**config.mk**
```make
export PLATFORM = sky130hd
export DESIGN_NAME = cg_enable_ctrl
export DESIGN_NICKNAME = d
export VERILOG_FILES = /design/src/rtl/cg_enable_ctrl.sv
export SDC_FILE = /design/constraint.sdc
export NUM_CORES = 1
export LEC_CHECK = 0
export BUFFER_PORTS_ARGS = -buffer_cell sky130_fd_sc_hd__buf_2
export CORE_AREA = 8 8 83 55
export DETAILED_ROUTE_END_ITERATION = 6
export DIE_AREA = 0 0 91 63
export GPL_ROUTABILITY_DRIVEN = 1
export GPL_TIMING_DRIVEN = 0
export PLACE_DENSITY = 0.63
export SLEW_MARGIN = 40
export SYNTH_ARGS = -nofsm -noshare
export SYNTH_HDL_FRONTEND = slang
export SYNTH_SLANG_ARGS = --single-unit
```
**constraint.sdc**
```tcl
create_clock -name clk_in -period 3.4 [get_ports clk_in]
set_clock_uncertainty 0.05 [all_clocks]
set_input_delay 0.17 -clock clk_in [delete_from_list [all_inputs] [get_ports clk_in]]
set_output_delay 0.17 -clock clk_in [all_outputs]
set_load 0.05 [all_outputs]
```
**src/rtl/cg_enable_ctrl.sv**
```systemverilog
// Clock-gate enable controller: drops gate_en after IDLE_THRESH idle cycles and
// restores it on demand, raising ready and pulsing wake_ack after WAKE_DLY cycles.
module cg_enable_ctrl #(
  parameter int IDLE_THRESH = 8,
  parameter int WAKE_DLY    = 2,
  parameter int CNT_W       = 16
) (
  input  logic             clk_in,
  input  logic             rst_n,
  input  logic             busy,
  input  logic             wake_req,
  input  logic             force_on,
  input  logic             clr_cnt,
  output logic             gate_en,
  output logic             ready,
  output logic             wake_ack,
  output logic [CNT_W-1:0] gated_cycles,
  output logic [1:0]       state_dbg
);

  localparam int IW = $clog2(IDLE_THRESH + 1);
  localparam int WW = $clog2(WAKE_DLY + 1);
  localparam logic [IW-1:0] IDLE_LAST = IW'(IDLE_THRESH - 1);
  localparam logic [WW-1:0] WAKE_LAST = WW'(WAKE_DLY - 1);

  typedef enum logic [1:0] {
    RUN  = 2'd0,
    OFF  = 2'd1,
    WAKE = 2'd2
  } state_t;

  state_t           state, state_nxt;
  logic [IW-1:0]    idle_cnt, idle_cnt_nxt;
  logic [WW-1:0]    wake_cnt, wake_cnt_nxt;
  logic             wake_ack_nxt;
  logic [CNT_W-1:0] gated_cycles_nxt;
  logic             idle;

  assign idle      = !busy && !wake_req && !force_on;
  assign state_dbg = state;

  // Wake handshake: gate_en rises one edge after the wake condition; ready
  // rises and wake_ack pulses together WAKE_DLY edges later. Inputs are
  // ignored while waking, so a wake always completes.
  always_comb begin
    state_nxt        = state;
    idle_cnt_nxt     = idle_cnt;
    wake_cnt_nxt     = wake_cnt;
    wake_ack_nxt     = 1'b0;
    gated_cycles_nxt = gated_cycles;
    case (state)
      RUN: begin
        if (idle) begin
          if (idle_cnt == IDLE_LAST) begin
            state_nxt    = OFF;
            idle_cnt_nxt = '0;
          end else begin
            idle_cnt_nxt = idle_cnt + 1'b1;
          end
        end else begin
          idle_cnt_nxt = '0;
        end
      end
      OFF: begin
        if (!idle) begin
          state_nxt    = WAKE;
          wake_cnt_nxt = '0;
        end
      end
      WAKE: begin
        if (wake_cnt == WAKE_LAST) begin
          state_nxt    = RUN;
          idle_cnt_nxt = '0;
          wake_ack_nxt = 1'b1;
        end else begin
          wake_cnt_nxt = wake_cnt + 1'b1;
        end
      end
      default: state_nxt = RUN;
    endcase
    if (clr_cnt) begin
      gated_cycles_nxt = '0;
    end else if (state == OFF && gated_cycles != '1) begin
      gated_cycles_nxt = gated_cycles + 1'b1;
    end
  end

  // gate_en/ready are flops fed from the next state so the gating cell only
  // ever sees a clean edge-aligned transition.
  always_ff @(posedge clk_in or negedge rst_n) begin
    if (!rst_n) begin
      state        <= RUN;
      idle_cnt     <= '0;
      wake_cnt     <= '0;
      gate_en      <= 1'b1;
      ready        <= 1'b1;
      wake_ack     <= 1'b0;
      gated_cycles <= '0;
    end else begin
      state        <= state_nxt;
      idle_cnt     <= idle_cnt_nxt;
      wake_cnt     <= wake_cnt_nxt;
      gate_en      <= (state_nxt != OFF);
      ready        <= (state_nxt == RUN);
      wake_ack     <= wake_ack_nxt;
      gated_cycles <= gated_cycles_nxt;
    end
  end

endmodule

```
* Yosys cells after proc, flatten, opt, wreduce, memory -nomap -nowiden *
Index checks and enable logic that the tools add are counted.

word-level totals
  register bits = 27
  input port bits = 6
  output and inout port bits = 21
  word-level logic and storage cells = 48

cells by class
  $add $sub $neg = 3
  eq/ne operators = 9
  multiplexer cells = 16
  reduce and logical (&&, ||, !) cells = 13

operators by type and width
  cell                                           count
  2-to-1 mux 16 bit                              2
  adder 16 x 1 -> 16 bit, second input constant  1
  != test 16 bit, second input constant          1
  2-to-1 mux 2 bit                               6
  2-to-1 mux 4 bit                               3
  case mux 4 bit (2 select lines)                1
  != test 2 bit, second input constant           3
  case mux 2 bit (3 select lines)                1
  nonzero test 2 bit                             3
  adder 4 x 1 -> 4 bit, second input constant    1
  == test 2 x 1 -> 1 bit, second input constant  2
  == test 4 x 3 -> 1 bit, second input constant  1
  zero test 2 bit                                2
  case mux 2 bit (2 select lines)                1
  logical AND 1 bit                              3
  zero test 1 bit                                3
  AND reduction 3 bit                            1
  adder 2 x 1 -> 2 bit, second input constant    1
  == test 2 bit, second input constant           1
  2-to-1 mux 1 bit                               2
  != test 2 x 1 -> 1 bit, second input constant  1
  AND reduction 2 bit                            1

* Logic depth before layout (Yosys ltp) *
Gate-level depths: netlist of run 1.

  depth after elaboration = 6
  gate-level depth with buffers = 6
  depth with buffers taken out = 6

* Worst setup path after synthesis of run 1 *
OpenSTA, ideal clock, no wires.

  kind = reg-to-reg
  start point = register gated_cycles[0]
  end point = register gated_cycles[12]
  setup time = 125 ps
  data arrival time = 1911 ps
  data required time = 3225 ps
  setup slack = 1314 ps
  cell stages (with the launch flop) = 6
  buffers on the path = 0
  clock period less this slack = 2086 ps
  cells stage by stage = dfrtp_1 > ha_1 > nand3_1 > nor3_1 > nand4_1 > mux2_2

between the ends
  word-level cells in the longest chain between the ends = 3
  elaborated cells between the ends (all ways) = 6
  those cells by class = add/sub (1); eq/ne (1); mux (2); reduce/logical (2)

ends and longest elaborated chain
  item                                                             line    RTL
  from (decl)                                                      17      output logic [CNT_W-1:0] gated_cycles,
  from (signal assigned)                                           106     gated_cycles <= gated_cycles_nxt;
  adder 16 x 1 -> 16 bit / != test 16 bit (equally long branches)  84, 83
  2-to-1 mux 16 bit / logical AND 1 bit (equally long branches)    83      end else if (state == OFF && gated_cycles != '1) begin
  2-to-1 mux 16 bit / nonzero test 2 bit (equally long branches)   -

Parallel ways exist; a longest one is shown, timed or not. The select of a mux whose other input is x is not followed.
A chain may end at the register's enable or synchronous reset.

* Worst setup path in the final report of run 1 *
  start point = register gated_cycles[0]
  end point = register gated_cycles[6]

Same word-level chain as after synthesis.

==> results of run 1 <==
==> per-layer routing <==
metal | vias up | track usage | part of all wire | wire length (um)
li1 | 615 | - | - | -
met3 | 3 | 0.0408 | 0.083 | 268
met1 | 572 | 0.160 | 0.50 | 1620
met2 | 43 | 0.150 | 0.41 | 1330
met5 | - | 0 | 0 | 0
met4 | 0 | 0.0243 | 0.0025 | 8
==> final timing paths <==
kind	end	slack, ns	cells after the start
worst min-delay path	gated_cycles[7]$_DFFE_PN0P_	0.19	3
worst min register to register	idle_cnt[3]$_DFFE_PN0P_	0.44	1
worst max-delay path	gated_cycles[6]$_DFFE_PN0P_	1.42	6
worst max register to register	gated_cycles[6]$_DFFE_PN0P_	1.42	6
max in group asynchronous	gated_cycles[3]$_DFFE_PN0P_	2.54	2
min in group asynchronous	state_dbg[1]$_DFF_PN0_	0.37	2
==> final cells by class <==
type | instances | area share
inverter | 7 | 0.0156
sequential | 27 | 0.403
tap | 47 | 0.0350
timing repair buffer | 26 | 0.0804
clock inverter | 1 | 0.00298
clock buffer | 3 | 0.0246
multi-input combinational | 111 | 0.417
buffer | 4 | 0.0208
==> layout by cell type, fill, tap and decap left out, types with 4 or more instances in the layout <==
cell type / count
dfrtp_1: 25
buf_2: 25
nor2_1: 14
nand2_1: 10
a21oi_1: 9
o21ai_0: 8
inv_1: 7
nand3_1: 7
or3_1: 6
mux2_2: 6
nor3_1: 5
and3_1: 4
o31ai_1: 4
nor2b_1: 4
nor4_1: 4
==> kinds of logic (layout without fill, tap and decap cells) <==
family	Yosys count	after routing	synth area share
fa+ha+maj	3	3	0.0260
mux	7	7	0.0538
buf+inv	11	41	0.0425
compound gates	31	31	0.139
simple gates	70	70	0.268
flops	27	27	0.470
==> tightest hold or removal path: stages <==
cell and delay [ns]:
buf_6 0.11, buf_6 0.14, a21oi_1 0.05
==> metrics by stage <==
step	hold slack, ns	worst slack [ns]	utilization
after floorplan	-0.176	1.31	-
after global placement	0.167	1.45	0.472
after detailed placement	0.171	1.46	0.472
after CTS	0.178	1.44	0.488
after global routing	0.183	1.23	0.488
final	0.187	1.42	0.488
==> power breakdown <==
part           switching (mW)  leakage, nW  total (mW)  internal (mW)
combinational          0.0134        0.399      0.0206        0.00714
sequential           0.000646        0.365       0.322          0.322
clock                   0.102       0.0255       0.185         0.0822
total                   0.116        0.790       0.527          0.411
==> state kept, by name, indices dropped and copies added, names as in the netlist <==
signal,flops
ready,1
idle_cnt,4
wake_ack,1
gate_en,1
gated_cycles,16
state_dbg,2
wake_cnt,2
==> run_results.csv, run 1 <==
group,metric,value,unit
yosys,ys_types,39,
clock_tree,postCtsHoldBufs,1,
pwr,power_density,314,mW/mm^2
yosys,synth-seq-cells,27,
layout,fin_nets,189,
clock_tree,cts_tree,"done",
yosys,yosysMostFrequentCell,"dfrtp_1",
yosys,synth_area,0.00144,mm^2
clock_tree,post_cts_buffers,0,
setup_path,worst-path-buf-inv,1,
clock_tree,clock_latency,0.27,ns
detailed_routing,drt_wl_total,3.22,mm
global_routing,grt.overflow.total,0,
setup_path,cpPeakStageDelay,0.42,ns
pwr,power,0.527,mW
setup_path,worstPathCellList,"ha_1 > nand4_1 > nor4_1 > buf_4 > nor4_1 > mux2_2",
detailed_routing,routed_via_density,5.46,
die,core_area,0.00345,mm^2
timing,slew_violations,0,
setup_path,worstSetupStartpointType,"flop",
clock_tree,cts_root_buffer,"clkbuf_8",
die,die_area,0.00573,mm^2
timing,slew_headroom,0.607,
yosys,synth_edf_count,0,
timing,final.min_clock_period,1.98,ns
layout,diodes,0,
clock_tree,htree_levels,1,
detailed_routing,firstDrtPassIters,4,
yosys,synth-async-reset-ratio,1.00,
global_routing,antenna_found_initial,0,
placement,placed_cells,221,
die,initial_core_util,0.418,
job,cap_violations,0,
clock_tree,cts_buffer_depth,2,
timing,rsz0062_at_grt,"false",
yosys,synth.avg_cell_area,9.67,um^2
timing,max_freq,504,MHz
outcome,outcome,"finished clean",
yosys,yosysWarnings,0,
pwr,p_leak,0.790,nW
setup_path,path_class,"reg -> reg",
detailed_routing,ant_nets,0,
layout,multiInputGateArea,702,um^2
die,die_x,91,um
placement,io_buffers,25,
yosys,synthFlopType,"dfrtp_1",
clock_tree,clock_sinks,27,
yosys,synth_top_cell_by_area,"dfrtp_1",
yosys,postSynthCellCount,149,
global_routing,grt_usage,0.111,
yosys,syn_nets,158,
die,rows,17,
global_routing,grt_pass1_vias,1074,
placement,placed_area,0.00163,mm^2
clock_tree,cts-resized-gates,0,
setup_path,startpoint,"gated_cycles[0]$_DFFE_PN0P_",
setup_path,critical_path_arrival,2.10,ns
die,die-height,63,um
setup_path,crit_path_max_fanout,10,
detailed_routing,vias,1233,
detailed_routing,drt_iter0_markers,112,
timing,hold_violations,0,
setup_path,path_delay_family,"simple AND/OR/NAND/NOR gates",
clock_tree,numCtsBuffers,3,
timing,setup_tns,0,ns
global_routing,grt_pass1_wl,5.27,mm
yosys,ys_seq_area_frac,0.470,
setup_path,r2r_start,"gated_cycles[0]$_DFFE_PN0P_",
layout,drive_gt1_frac,0.246,
placement,dp.final_hpwl,2.45,mm
layout,fin_cells,226,
hold_path,hp-class,"in -> reg",
timing,period_share,0.583,
yosys,synth.top_cells.by_area,"dfrtp_1 (43%), mux2_2 (4.7%), dfstp_2 (3.6%)",
hold_path,hp-start,"clr_cnt",
timing,worst_slew_pin_slew,0.590,ns
detailed_routing,drc,0,
global_routing,grt_start_max_net_pins,28,
setup_path,cp_slowest_cell,"dfrtp_1",
layout,seqCellArea,678,um^2
clock_tree,clkTransAtPathRegs,0.09,ns
layout,post-route-cell-area,0.00168,mm^2
setup_path,cp_common_cell,"nor4_1",
pwr,ir_worst_vdd,0.000159,V
layout,fillers,337,
setup_path,crit_path_end_kind,"flop",
setup_path,worst_ep_required_time,3.52,ns
timing,setup_violations,0,
die,ioPinCount,27,
detailed_routing,avgRoutedWirePerCell,14.3,um
placement,gp_congestion,0.812,
yosys,synth_common_cells,"dfrtp_1 (25), nor2_1 (14), nand2_1 (10)",
yosys,yosys.area.top_type_share,0.434,
layout,area_growth,16.7,%
Note: power is estimated with default switching activity, not from simulation.
==> run 2, diff against run 1 <==
clock period = 1.9 ns   (was 3.4 ns; I/O delays follow)
==> run 2 against run 1 <==
Power is 79% higher; final cell count is 1.3% higher; hold slack worse by 0.085 ns; largest cell class unchanged; non-clock buffer count is 3 higher; sequential cell count stayed put; sequential power is 79% higher.
==> run_results.csv, run 2 (synthesized netlist as in run 1, its figures left out) <==
group,metric,value,unit
clock_tree,clkTransAtPathRegs,0.10,ns
global_routing,grt.overflow.total,0,
clock_tree,cts_tree,"done",
layout,fin_nets,192,
layout,drive_gt1_frac,0.385,
global_routing,grt_usage,0.123,
die,ioPinCount,27,
global_routing,antenna_found_initial,0,
setup_path,path_delay_family,"simple AND/OR/NAND/NOR gates",
placement,gp_congestion,0.831,
layout,seqCellArea,698,um^2
timing,period_share,0.975,
clock_tree,clock_sinks,27,
setup_path,crit_path_max_fanout,6,
pwr,p_leak,0.821,nW
die,rows,17,
die,initial_core_util,0.418,
global_routing,grt_start_max_net_pins,28,
global_routing,grt_pass1_wl,5.92,mm
detailed_routing,drt_iter0_markers,41,
job,cap_violations,0,
clock_tree,cts_root_buffer,"clkbuf_8",
timing,setup_violations,0,
detailed_routing,routed_via_density,5.42,
die,core_area,0.00345,mm^2
layout,multiInputGateArea,791,um^2
clock_tree,htree_levels,1,
setup_path,worst-path-buf-inv,1,
detailed_routing,avgRoutedWirePerCell,15.0,um
setup_path,worst_ep_required_time,2.01,ns
layout,layout_common_cells,"buf_2 (25), dfrtp_2 (16), nor2_1 (14)",
setup_path,critical_path_arrival,1.96,ns
clock_tree,clock_latency,0.28,ns
timing,final.min_clock_period,1.85,ns
timing,hold_violations,0,
setup_path,crit_path_end_kind,"flop",
layout,diodes,0,
timing,slew_headroom,0.598,
setup_path,worstSetupStartpointType,"flop",
timing,max_freq,540,MHz
layout,post-route-cell-area,0.00182,mm^2
hold_path,hp-class,"in -> reg",
setup_path,cpPeakStageDelay,0.44,ns
setup_path,cp_slowest_cell,"dfrtp_2",
layout,fillers,318,
pwr,ir_worst_vdd,0.000284,V
placement,dp.final_hpwl,2.49,mm
die,die_x,91,um
layout,largest_register_ffs,16,
clock_tree,cts_buffer_depth,2,
layout,area_growth,26.0,%
timing,slew_violations,0,
die,die_area,0.00573,mm^2
clock_tree,numCtsBuffers,3,
layout,reg_top3,"gated_cycles x16, idle_cnt x4",
global_routing,grt_pass1_vias,1259,
detailed_routing,vias,1242,
placement,io_buffers,25,
setup_path,path_class,"reg -> reg",
placement,placed_area,0.00165,mm^2
die,die-height,63,um
detailed_routing,ant_nets,0,
outcome,outcome,"finished clean",
layout,layout_commonest_cell,"buf_2",
layout,regMostFlops,"gated_cycles",
setup_path,r2r_setup_slack,0.05,ns
detailed_routing,drt_wl_total,3.44,mm
timing,worst_slew_pin_slew,0.603,ns
detailed_routing,firstDrtPassIters,4,
detailed_routing,drc,0,
timing,finalHoldWorstSlack,0.101,ns
setup_path,worstPathCellList,"nand4_4 > or2_0 > clkbuf_2 > nor4_4 > mux2_2",
pwr,power_density,519,mW/mm^2
run 2: cell count changes in the layout (fill, tap and decap cells not counted), moves of 2 or more:
cell | before | now
nor4_4 | 0 | 3
nand3_1 | 7 | 5
buf_4 | 1 | 3
dfrtp_2 | 0 | 16
nor4_1 | 4 | 1
dfrtp_1 | 25 | 9
run 2: repair_timing:
action	in CTS	in global routing
buffers inserted	0	3
resized for setup	2	11
endpoints found under the hold margin	25	0
pin swaps	0	2
setup endpoints to repair	1	5
hold buffers	1	0
run 2: routing by layer:
metal	vias to the layer above	GRT usage	wire [um]
met3	2	0.0324	181
met4	0	0.0243	14
li1	615	-	-
met1	591	0.177	1800
met5	-	0	0
met2	34	0.178	1440
run 2: area by class of cell:
type | instances | area share
inverter | 7 | 0.0145
clock inverter | 1 | 0.00275
tap | 47 | 0.0324
sequential | 27 | 0.384
multi-input combinational | 111 | 0.435
clock buffer | 3 | 0.0227
timing repair buffer | 29 | 0.0868
buffer | 4 | 0.0213
run 2: worst paths after layout:
check,end,start,cells past startpoint
worst max-delay path,gated_cycles[13]$_DFFE_PN0P_,gated_cycles[4]$_DFFE_PN0P_,5
worst min-delay path,gated_cycles[0]$_DFFE_PN0P_,clr_cnt,3
worst max register to register,gated_cycles[13]$_DFFE_PN0P_,gated_cycles[4]$_DFFE_PN0P_,5
worst min register to register,idle_cnt[3]$_DFFE_PN0P_,idle_cnt[3]$_DFFE_PN0P_,1
max in group asynchronous,gated_cycles[13]$_DFFE_PN0P_,rst_n,2
min in group asynchronous,wake_cnt[1]$_DFFE_PN0P_,rst_n,2
run 2: stage by stage:
| stage | worst slack (ns) | setup TNS (ns) | std cells | utilization | total power [mW] |
|---|---|---|---|---|---|
| floorplan | 0.00340 | 0 | 149 | - | 0.604 |
| global placement | -0.0231 | -0.0231 | 221 | 0.479 | 0.623 |
| detailed placement | -0.0454 | -0.0454 | 221 | 0.479 | 0.624 |
| CTS | 0.0198 | 0 | 226 | 0.499 | 0.955 |
| global route | -0.0561 | -0.101 | 229 | 0.527 | 0.986 |
| finish | 0.0481 | 0 | 229 | 0.527 | 0.942 |
run 2: worst register-to-register path, cell delays in order, from the launching register on:
cell and delay (ns):
dfrtp_2 0.44, nand4_4 0.17, or2_0 0.25, clkbuf_2 0.18
nor4_4 0.29, mux2_2 0.36
run 2: power by group:
part	switching (mW)	total (mW)	internal, mW
Clock	0.182	0.329	0.147
Sequential	0.00116	0.576	0.575
Combinational	0.0240	0.0368	0.0128
